**config.mk**
```make
export PLATFORM = sky130hd
export DESIGN_NAME = regfile_writeback_arbiter_flat
export DESIGN_NICKNAME = d
export VERILOG_FILES = /design/src/rtl/wb_pkg.sv /design/src/rtl/regfile_writeback_arbiter_if.sv /design/src/rtl/wb_result_fifo.sv /design/src/rtl/regfile_writeback_arbiter.sv /design/src/flat_wrapper.sv
export SDC_FILE = /design/constraint.sdc
export NUM_CORES = 1
export LEC_CHECK = 0
export BUFFER_PORTS_ARGS = -buffer_cell sky130_fd_sc_hd__clkbuf_2
export CORE_UTILIZATION = 30
export CTS_BUF_LIST = sky130_fd_sc_hd__clkbuf_4
export DETAILED_ROUTE_END_ITERATION = 10
export PLACE_DENSITY = 0.47
export SLEW_MARGIN = 15
export SYNTH_ARGS = -nofsm -noshare
export SYNTH_HDL_FRONTEND = slang
export SYNTH_HIERARCHICAL = 1
export SYNTH_SLANG_ARGS = --single-unit
```
**constraint.sdc**
```tcl
create_clock -name clk -period 4.7 [get_ports clk]
set_clock_uncertainty 0.05 [all_clocks]
set_input_delay 0.235 -clock clk [delete_from_list [all_inputs] [get_ports clk]]
set_output_delay 0.235 -clock clk [all_outputs]
set_load 0.02 [all_outputs]
```
**src/rtl/wb_pkg.sv**
```systemverilog
// Shared types for the register-file writeback path.
// WB_BYPASS_EN adds a forwarding path from the write port to decode.
package wb_pkg;

  localparam int XLEN       = 32;
  localparam int REG_ADDR_W = 5;
  localparam int NUM_REGS   = 32;

  typedef struct packed {
    logic [REG_ADDR_W-1:0] rd;
    logic [XLEN-1:0]       data;
  } wb_entry_t;

endpackage

```
**src/rtl/regfile_writeback_arbiter_if.sv**
```systemverilog
// Writeback bus: ALU/mem results in, decode queries, register-file write out.
// WB_BYPASS_EN adds bypass_rs1/bypass_rs2/bypass_data.
interface regfile_writeback_arbiter_if;
  import wb_pkg::*;

  logic                  alu_valid;
  logic                  alu_ready;
  logic [REG_ADDR_W-1:0] alu_rd;
  logic [XLEN-1:0]       alu_data;
  logic                  mem_valid;
  logic [REG_ADDR_W-1:0] mem_rd;
  logic [XLEN-1:0]       mem_data;
  logic                  issue_valid;
  logic [REG_ADDR_W-1:0] issue_rd;
  logic [REG_ADDR_W-1:0] query_rs1;
  logic [REG_ADDR_W-1:0] query_rs2;
  logic [REG_ADDR_W-1:0] query_rd;
  logic                  hazard_rs1;
  logic                  hazard_rs2;
  logic                  hazard_rd;
  logic [REG_ADDR_W-1:0] register_d;
  logic [XLEN-1:0]       data_register_d_in;
  logic                  write_register_d;
`ifdef WB_BYPASS_EN
  logic                  bypass_rs1;
  logic                  bypass_rs2;
  logic [XLEN-1:0]       bypass_data;
`endif

  modport master (
    output alu_valid, alu_rd, alu_data,
    output mem_valid, mem_rd, mem_data,
    output issue_valid, issue_rd,
    output query_rs1, query_rs2, query_rd,
    input  alu_ready,
    input  hazard_rs1, hazard_rs2, hazard_rd,
    input  register_d, data_register_d_in,
    input  write_register_d
`ifdef WB_BYPASS_EN
    , input bypass_rs1, bypass_rs2, bypass_data
`endif
  );

  modport slave (
    input  alu_valid, alu_rd, alu_data,
    input  mem_valid, mem_rd, mem_data,
    input  issue_valid, issue_rd,
    input  query_rs1, query_rs2, query_rd,
    output alu_ready,
    output hazard_rs1, hazard_rs2, hazard_rd,
    output register_d, data_register_d_in,
    output write_register_d
`ifdef WB_BYPASS_EN
    , output bypass_rs1, bypass_rs2, bypass_data
`endif
  );

endinterface

```
**src/rtl/wb_result_fifo.sv**
```systemverilog
// In-order ALU result buffer; pointers wrap modulo DEPTH.
module wb_result_fifo
  import wb_pkg::*;
#(
  parameter int DEPTH = 4
) (
  input  logic      clk,
  input  logic      reset,
  input  logic      push,
  input  wb_entry_t push_entry,
  input  logic      pop,
  output wb_entry_t pop_entry,
  output logic      full,
  output logic      empty
);

  localparam int PW = $clog2(DEPTH);

  wb_entry_t       mem_q [DEPTH];
  logic [PW-1:0]   wr_ptr;
  logic [PW-1:0]   rd_ptr;
  logic [PW:0]     count;
  logic            do_push;
  logic            do_pop;

  assign full      = (count == (PW+1)'(DEPTH));
  assign empty     = (count == '0);
  assign do_push   = push && !full;
  assign do_pop    = pop && !empty;
  assign pop_entry = mem_q[rd_ptr];

  // Storage carries no reset; count alone decides validity.
  always_ff @(posedge clk) begin
    if (do_push) mem_q[wr_ptr] <= push_entry;
  end

  // Pointers and occupancy.
  always_ff @(posedge clk or posedge reset) begin
    if (reset) begin
      wr_ptr <= '0;
      rd_ptr <= '0;
      count  <= '0;
    end else begin
      if (do_push) wr_ptr <= wr_ptr + PW'(1);
      if (do_pop)  rd_ptr <= rd_ptr + PW'(1);
      if (do_push && !do_pop)      count <= count + (PW+1)'(1);
      else if (do_pop && !do_push) count <= count - (PW+1)'(1);
    end
  end

endmodule

```
**src/rtl/regfile_writeback_arbiter.sv**
```systemverilog
// Merges ALU and load results onto the register-file write port.
// WB_BYPASS_EN: forward the in-flight write to decode.
module regfile_writeback_arbiter
  import wb_pkg::*;
#(
  parameter int DEPTH = 4
) (
  input logic                        clk,
  input logic                        reset,
  regfile_writeback_arbiter_if.slave bus
);

  logic                  full;
  logic                  empty;
  logic                  push;
  logic                  pop;
  wb_entry_t             alu_entry;
  wb_entry_t             head;
  logic [NUM_REGS-1:0]   pending;
  logic [NUM_REGS-1:0]   pending_nxt;
  logic                  wr_q;
  logic [REG_ADDR_W-1:0] rd_q;
  logic [XLEN-1:0]       data_q;

  assign bus.alu_ready = !full;
  assign push          = bus.alu_valid && !full;
  assign pop           = !bus.mem_valid && !empty;
  assign alu_entry     = '{rd: bus.alu_rd, data: bus.alu_data};

  wb_result_fifo #(.DEPTH(DEPTH)) u_fifo (
    .clk        (clk),
    .reset      (reset),
    .push       (push),
    .push_entry (alu_entry),
    .pop        (pop),
    .pop_entry  (head),
    .full       (full),
    .empty      (empty)
  );

  // Write port: loads win, otherwise drain the FIFO head.
  always_ff @(posedge clk or posedge reset) begin
    if (reset) begin
      wr_q   <= 1'b0;
      rd_q   <= '0;
      data_q <= '0;
    end else begin
      wr_q <= bus.mem_valid || !empty;
      if (bus.mem_valid) begin
        rd_q   <= bus.mem_rd;
        data_q <= bus.mem_data;
      end else if (!empty) begin
        rd_q   <= head.rd;
        data_q <= head.data;
      end
    end
  end

  assign bus.write_register_d   = wr_q;
  assign bus.register_d         = rd_q;
  assign bus.data_register_d_in = data_q;

  // Scoreboard next state; a new issue overrides a retiring write.
  always_comb begin
    pending_nxt = pending;
    if (wr_q) pending_nxt[rd_q] = 1'b0;
    if (bus.issue_valid) pending_nxt[bus.issue_rd] = 1'b1;
  end

  // Scoreboard register.
  always_ff @(posedge clk or posedge reset) begin
    if (reset) pending <= '0;
    else       pending <= pending_nxt;
  end

`ifdef WB_BYPASS_EN
  logic byp_rs1;
  logic byp_rs2;
  logic byp_rd;

  // Operand matches the write leaving this cycle.
  always_comb begin
    byp_rs1 = wr_q && (rd_q == bus.query_rs1);
    byp_rs2 = wr_q && (rd_q == bus.query_rs2);
    byp_rd  = wr_q && (rd_q == bus.query_rd);
  end

  // Hazards, masked when the value can be forwarded.
  always_comb begin
    bus.hazard_rs1 = pending[bus.query_rs1] &&
      !(byp_rs1 && !(bus.issue_valid && bus.issue_rd == bus.query_rs1));
    bus.hazard_rs2 = pending[bus.query_rs2] &&
      !(byp_rs2 && !(bus.issue_valid && bus.issue_rd == bus.query_rs2));
    bus.hazard_rd  = pending[bus.query_rd] &&
      !(byp_rd && !(bus.issue_valid && bus.issue_rd == bus.query_rd));
  end

  assign bus.bypass_rs1  = byp_rs1;
  assign bus.bypass_rs2  = byp_rs2;
  assign bus.bypass_data = data_q;
`else
  // Hazards straight from the scoreboard.
  always_comb begin
    bus.hazard_rs1 = pending[bus.query_rs1];
    bus.hazard_rs2 = pending[bus.query_rs2];
    bus.hazard_rd  = pending[bus.query_rd];
  end
`endif

  // Decode may only reissue a pending rd on the edge that retires it.
  a_no_waw_issue: assert property (
    @(posedge clk) disable iff (reset)
    bus.issue_valid |->
      (!pending[bus.issue_rd] || (wr_q && rd_q == bus.issue_rd))
  );

endmodule
```
**src/flat_wrapper.sv**
```systemverilog
// flat-port wrapper written by rule: the top's interface ports become plain ports
module regfile_writeback_arbiter_flat import wb_pkg::*;
#(
  parameter int DEPTH = 4
)
  (clk, reset, bus_alu_valid, bus_alu_rd, bus_alu_data, bus_mem_valid, bus_mem_rd, bus_mem_data, bus_issue_valid, bus_issue_rd, bus_query_rs1, bus_query_rs2, bus_query_rd, bus_alu_ready, bus_hazard_rs1, bus_hazard_rs2, bus_hazard_rd, bus_register_d, bus_data_register_d_in, bus_write_register_d);
  regfile_writeback_arbiter_if bus_i ();
  input logic clk;
  input logic reset;
  input wire logic [$bits(bus_i.alu_valid)-1:0] bus_alu_valid;
  input wire logic [$bits(bus_i.alu_rd)-1:0] bus_alu_rd;
  input wire logic [$bits(bus_i.alu_data)-1:0] bus_alu_data;
  input wire logic [$bits(bus_i.mem_valid)-1:0] bus_mem_valid;
  input wire logic [$bits(bus_i.mem_rd)-1:0] bus_mem_rd;
  input wire logic [$bits(bus_i.mem_data)-1:0] bus_mem_data;
  input wire logic [$bits(bus_i.issue_valid)-1:0] bus_issue_valid;
  input wire logic [$bits(bus_i.issue_rd)-1:0] bus_issue_rd;
  input wire logic [$bits(bus_i.query_rs1)-1:0] bus_query_rs1;
  input wire logic [$bits(bus_i.query_rs2)-1:0] bus_query_rs2;
  input wire logic [$bits(bus_i.query_rd)-1:0] bus_query_rd;
  output wire logic [$bits(bus_i.alu_ready)-1:0] bus_alu_ready;
  output wire logic [$bits(bus_i.hazard_rs1)-1:0] bus_hazard_rs1;
  output wire logic [$bits(bus_i.hazard_rs2)-1:0] bus_hazard_rs2;
  output wire logic [$bits(bus_i.hazard_rd)-1:0] bus_hazard_rd;
  output wire logic [$bits(bus_i.register_d)-1:0] bus_register_d;
  output wire logic [$bits(bus_i.data_register_d_in)-1:0] bus_data_register_d_in;
  output wire logic [$bits(bus_i.write_register_d)-1:0] bus_write_register_d;
  assign bus_i.alu_valid = bus_alu_valid;
  assign bus_i.alu_rd = bus_alu_rd;
  assign bus_i.alu_data = bus_alu_data;
  assign bus_i.mem_valid = bus_mem_valid;
  assign bus_i.mem_rd = bus_mem_rd;
  assign bus_i.mem_data = bus_mem_data;
  assign bus_i.issue_valid = bus_issue_valid;
  assign bus_i.issue_rd = bus_issue_rd;
  assign bus_i.query_rs1 = bus_query_rs1;
  assign bus_i.query_rs2 = bus_query_rs2;
  assign bus_i.query_rd = bus_query_rd;
  assign bus_alu_ready = bus_i.alu_ready;
  assign bus_hazard_rs1 = bus_i.hazard_rs1;
  assign bus_hazard_rs2 = bus_i.hazard_rs2;
  assign bus_hazard_rd = bus_i.hazard_rd;
  assign bus_register_d = bus_i.register_d;
  assign bus_data_register_d_in = bus_i.data_register_d_in;
  assign bus_write_register_d = bus_i.write_register_d;
  regfile_writeback_arbiter #(.DEPTH(DEPTH)) u_core (.clk(clk), .reset(reset), .bus(bus_i));
endmodule
```
# Yosys cells after proc, flatten, opt, wreduce, memory -nomap -nowiden
# Memory sizes are Yosys's and may differ from the RTL's.
# Cells that the tools add are included.
[classes] eq_ne=2 bitwise=3 order_cmp=7 reduce_logical=16 add_sub_neg=4 muxes=20
[op_table] op="$mux W32" count=4
[op_table] op="$and A32 B32 Y32" count=1
[op_table] op="$not A32 Y32" count=1
[op_table] op="$or A32 B32 Y32" count=1
[op_table] op="$lt A5 B6 Y1 const B" count=5
[op_table] op="$bmux W1 S5" count=3
[op_table] op="$demux W1 S5" count=2
[op_table] op="$ge A5 B1 Y1 const B" count=2
[op_table] op="$mux W5" count=2
[op_table] op="$logic_and A1 B1 Y1" count=8
[op_table] op="$mux W1" count=7
[op_table] op="$mux W3" count=2
[op_table] op="$logic_not A1 Y1" count=5
[op_table] op="$add A2 B1 Y2 const B" count=2
[op_table] op="$add A3 B1 Y3 const B" count=1
[op_table] op="$eq A3 B3 Y1 const B" count=1
[op_table] op="$logic_not A3 Y1" count=1
[op_table] op="$sub A3 B1 Y3 const B" count=1
[op_table] op="$ne A2 B2 Y1 const B" count=1
[op_table] op="$reduce_bool A2 Y1" count=1
[op_table] op="$logic_or A1 B1 Y1" count=1
[word_totals] input_bits=99 output_inout_bits=42 memories=1 ram_bits=148 reg_bits=77
[mem_list] memory="u_core.u_fifo.mem_q" words=4 width=37 rd=1 rd_clocked_by_memory_dff=0 write_ports=1 line="wb_result_fifo.sv:19" text="wb_entry_t mem_q [DEPTH];"

# Depth between registers and ports, before layout
[depth] depth_word=9 ltp_mapped=12 ltp_nobuf=9

# Cells and area by module
# The synthesis kept the hierarchy.
[by_module_without_submodules] module="wb_result_fifo" area_per_inst_um2=5753.0 n_inst=1 cells_per_inst=229 seq_area_each_um2=4619.4
[by_module_without_submodules] module="regfile_writeback_arbiter" area_per_inst_um2=4012.6 n_inst=1 cells_per_inst=416 seq_area_each_um2=1751.7

# Worst setup path after synthesis
# Ideal clock, no wire load.
[synth_timing] kind="register to register" from="register u_core.u_fifo.count[0]" to="register u_core.u_fifo.count[2]" required_ns=4.571 arrival_time_ns=2.400 slack_ns=2.171 synth_period_minus_slack_ns=2.529 path_stages_with_launch=13 path_buffers=3 path_cell_list="dfrtp_1 > nor3_1 > clkbuf_1 > buf_4 > buf_4 > nor2_1 > nand2b_1 > ha_1 > inv_1 > fa_1 > xor2_1 > nor2_1 > xor2_1"
[synth_between] elab_chain_cells=7 elab_cells_between_ends=17
[synth_lines] element="start: declaration" line="wb_result_fifo.sv:22" text="logic [PW:0] count;"
[synth_lines] element="start signal: assignment" line="wb_result_fifo.sv:46" text="if (do_push && !do_pop) count <= count + (PW+1)'(1);"
[synth_lines] element="start signal: assignment" line="wb_result_fifo.sv:47" text="else if (do_pop && !do_push) count <= count - (PW+1)'(1);"
[synth_lines] element="$logic_not A3 Y1 *" line="wb_result_fifo.sv:27" text="assign empty = (count == '0);"
[synth_lines] element="net u_core.empty" line="regfile_writeback_arbiter.sv:14" text="logic empty;"
[synth_lines] element="$logic_not A1 Y1 *" line="regfile_writeback_arbiter.sv:27" text="assign pop = !bus.mem_valid && !empty;"
[synth_lines] element="$logic_and A1 B1 Y1 *" line="regfile_writeback_arbiter.sv:27"
[synth_lines] element="net u_core.pop" line="regfile_writeback_arbiter.sv:16" text="logic pop;"
[synth_lines] element="$logic_and A1 B1 Y1 *" line="wb_result_fifo.sv:29" text="assign do_pop = pop && !empty;"
[synth_lines] element="$logic_not A1 Y1" line="wb_result_fifo.sv:46"
[synth_lines] element="$logic_and A1 B1 Y1" line="wb_result_fifo.sv:46"
[synth_lines] element="$mux W3 or $reduce_bool A2 Y1 (tied branches)"
# Mark *: on every way through the listed nets, which the timed path passes. The rest lies on a longest branch. The select of a mux whose other input is x is not followed.
# A chain may end at the register's enable or synchronous reset.

# Worst setup path in the final report
[layout_timing] from="register u_core.u_fifo.count[2]" to="memory u_core/u_fifo/mem_q[0][0] (netlist bit) (enable)"
[layout_between] elab_chain_cells=6
[layout_lines] element="$eq A3 B3 Y1" line="wb_result_fifo.sv:26" text="assign full = (count == (PW+1)'(DEPTH));"
[layout_lines] element="net u_core.full" line="regfile_writeback_arbiter.sv:13" text="logic full;"
[layout_lines] element="$logic_not A1 Y1" line="regfile_writeback_arbiter.sv:26" text="assign push = bus.alu_valid && !full;"
[layout_lines] element="$logic_and A1 B1 Y1" line="regfile_writeback_arbiter.sv:26"
[layout_lines] element="net u_core.push" line="regfile_writeback_arbiter.sv:15" text="logic push;"
[layout_lines] element="$logic_and A1 B1 Y1" line="wb_result_fifo.sv:28" text="assign do_push = push && !full;"
[layout_lines] element="$mux W1" line="wb_result_fifo.sv:34" text="if (do_push) mem_q[wr_ptr] <= push_entry;"
[layout_lines] element="$mux W1 (implied by the code)" line="wb_result_fifo.sv:34"
[layout_lines] element="end: declaration" line="wb_result_fifo.sv:19"
# The timed path passes the listed nets, and every way through them passes these cells.

==> reports/results.ini <==
[power_and_ir_drop]
ir_drop_uv = 223.5
power.share.clock_pct = 25.7
switching_power_mw = 2.316
swShare_pct = 33.17
finalPower_mw = 6.981
power_density_mw_per_mm2 = 559.5
combPwrFrac_pct = 28.6
p_seq_share_pct = 45.8
power_leakage_nw = 4.835
intPower_mw = 4.665

[routing]
vias = 6505
viasPerCell = 4.687
wl_per_cell_um = 17.65
drc = 0
totalWireLength_mm = 24.50
first_pass_iters = 5
detail-route-antenna-nets = 0
drt_iter0_drc = 271

[layout]
nFillCells = 3091
nNetsFinal = 1005
syn2layout_area_growth_pct = 27.76
multiInputGateArea_mm2 = 0.003154
final_common_cell = edfxtp_1
fin_util_pct = 39.24
fin_cells = 1388
final_cell_mix = 148 x edfxtp_1, 140 x clkbuf_2, 101 x clkbuf_4, 101 x o21ai_0, 85 x mux2i_1
fin_area_mm2 = 0.01248
regArea_mm2 = 0.006374
drive_gt1_share_pct = 31.97

[placement]
preCtsSetupSlack_ns = 2.174
port-buffer-count = 140
placed_area_mm2 = 0.01083
hpwl_mm = 15.25
place_congestion = 0.8763
dpl.cell_count = 1194

[critical_path]
cp_max_fo = 37
critPathCaptureType = register
cp_slowest_cell = and2_2
path_class = register to register
critPathLaunchType = register
path_common_cell = nor2b_1
slowest_delay_ns = 0.96
cp.required_ns = 4.90
cp.arrival_ns = 2.71
path_cells = nor3b_2 -> nor2b_1 -> nor2b_1 -> and2_2

[floorplan]
dieHeight_um = 182.4
die_w_um = 182.4
row_count = 65
start_util_pct = 30.71
coreArea_mm2 = 0.03180
dieArea_mm2 = 0.03328
ios = 141

[synthesis]
synth_area_per_cell_um2 = 15.14
syn_area_mm2 = 0.009766
async_flop_share_pct = 34.22
synth_edf_count = 148
synth-seq-cells = 225
syn_inst = 645
synth-seq-area-share_pct = 65.24
synth_ff_type = edfxtp_1
synth_fp_nets = 750
synthDistinctLibCells = 35
yosysWarningCount = 6

[grt]
grt_pass1_wl_mm = 38.41
gr-total-overflow = 0
grtUsageTotal_pct = 15.07
grt_start_max_net_pins = 76
antenna_found_initial = 3
grt_pass1_vias = 6914

[timing]
slew_headroom_pct = 26.38
rsz0062_at_grt = false
hold_viol = 0
max_freq_mhz = 399.1
period_share_pct = 53.31
hold_ws_ns = 0.08951
max_slew.worst_pin.slew_ns = 1.104
fin_ws_ns = 2.195
slew_viol_final = 0
post-route-min-period_ns = 2.505
finalSetupTns_ns = 0
setup_violations = 0

[status]
outcome = finished clean

[clock_tree]
insertion_delay_ns = 0.68
h-tree-depth = 2
cts_tree = built
clock-root-buffer = clkbuf_4
cts-buffers-inserted = 59
clk_pin_slew_worst_paths_ns = 0.06
cts_buffer_depth = 3
clock_sinks = 225

[run]
cap_viol_max_count = 0

[hold_path]
min_path_type = input port to register

## worst max-delay path, delay by kind of cell, from the launching register on
kind	cells	cell delay, ns
AND/OR/NAND/NOR	4	1.64
flip-flops	1	0.41
## power by group through the flow
stage               clock network (mW)  logic, mW  registers, mW
finish                            1.79       1.99           3.20
global route                      1.97       2.20           3.28
CTS                               1.86       2.03           3.21
floorplan                            0       1.42           3.11
global placement                     0       1.97           3.24
detailed placement                   0       1.97           3.25
## cell usage after synthesis (4+ instances only)
library cell	instances	area share [%]
a21oi_1	9	0.46
a22oi_1	12	0.92
nand3b_1	11	0.85
ha_1	5	0.64
o21ai_0	101	5.2
nand2_1	58	2.2
nand3_1	10	0.51
or3b_2	5	0.45
mux2i_1	85	8.7
and2_1	7	0.45
buf_4	4	0.31
inv_1	6	0.23
dfrtp_1	77	20
xnor2_1	4	0.36
mux4_2	37	8.5
clkbuf_1	8	0.31
edfxtp_1	148	46
nor2b_1	5	0.32
nand2b_1	5	0.32
buf_6	5	0.58
buf_2	7	0.36
nor2_1	8	0.31
## sequential cells by signal, summed over array words and instances, names as in the netlist
signal and count:
u_core/bus.register_d 5, u_core/bus.write_register_d 1, u_core/bus.data_register_d_in 32, u_core/u_fifo/wr_ptr 2
u_core/u_fifo/mem_q 148, u_core/pending 32, u_core/u_fifo/count 3, u_core/u_fifo/rd_ptr 2
## layout make-up
| type | count | share of cell area, % |
|---|---|---|
| Tap cell | 435 | 4.362 |
| Inverter | 6 | 0.1905 |
| Clock buffer | 101 | 6.077 |
| Timing Repair Buffer | 225 | 12.33 |
| Antenna cell | 2 | 0.04011 |
| Sequential cell | 225 | 51.08 |
| Clock inverter | 11 | 0.6318 |
| Multi-Input combinational cell | 383 | 25.28 |
## path summary, 6_finish.rpt
check,start,end,slack [ns],cells after the start
max,u_core/u_fifo/count[2],u_core/u_fifo/mem_q[0][0],2.19,4
min,bus_issue_rd[0],u_core/pending[4],0.09,3
max reg2reg,u_core/u_fifo/count[2],u_core/u_fifo/mem_q[0][0],2.19,4
min reg2reg,u_core/u_fifo/count[2],u_core/u_fifo/count[2],0.47,1
max in group asynchronous,reset,u_core/bus.data_register_d_in[29],3.42,4
min in group asynchronous,reset,u_core/bus.data_register_d_in[31],0.27,3
## cells by family (layout without fill, tap and decap cells)
family | count (synthesis) | after routing | share of synthesized area [%]
simple gates | 119 | 119 | 6.240
mux | 124 | 124 | 17.48
xor+xnor | 6 | 6 | 0.5381
buf+inv | 37 | 343 | 2.562
fa+ha+maj | 6 | 6 | 0.8456
other cells | 0 | 2 | 0
flops | 225 | 225 | 65.24
compound gates | 128 | 128 | 7.098
## what timing repair did
item / CTS / global route
setup buffers: 0 / 0
gates resized for setup: 0 / 0
hold endpoints to repair: 255 / 0
hold buffers: 80 / 0
## routing by layer
metal | GRT usage (%) | up-vias | share of wire (%) | wire length [um]
li1 | - | 3031 | - | -
met1 | 19.65 | 3253 | 45 | 11080
met2 | 25.09 | 180 | 48 | 11790
met3 | 3.333 | 39 | 5.1 | 1240
met4 | 4.471 | 2 | 1.5 | 378
met5 | 0 | - | 0.053 | 13
No activity file was read; power rests on OpenSTA's default activity.
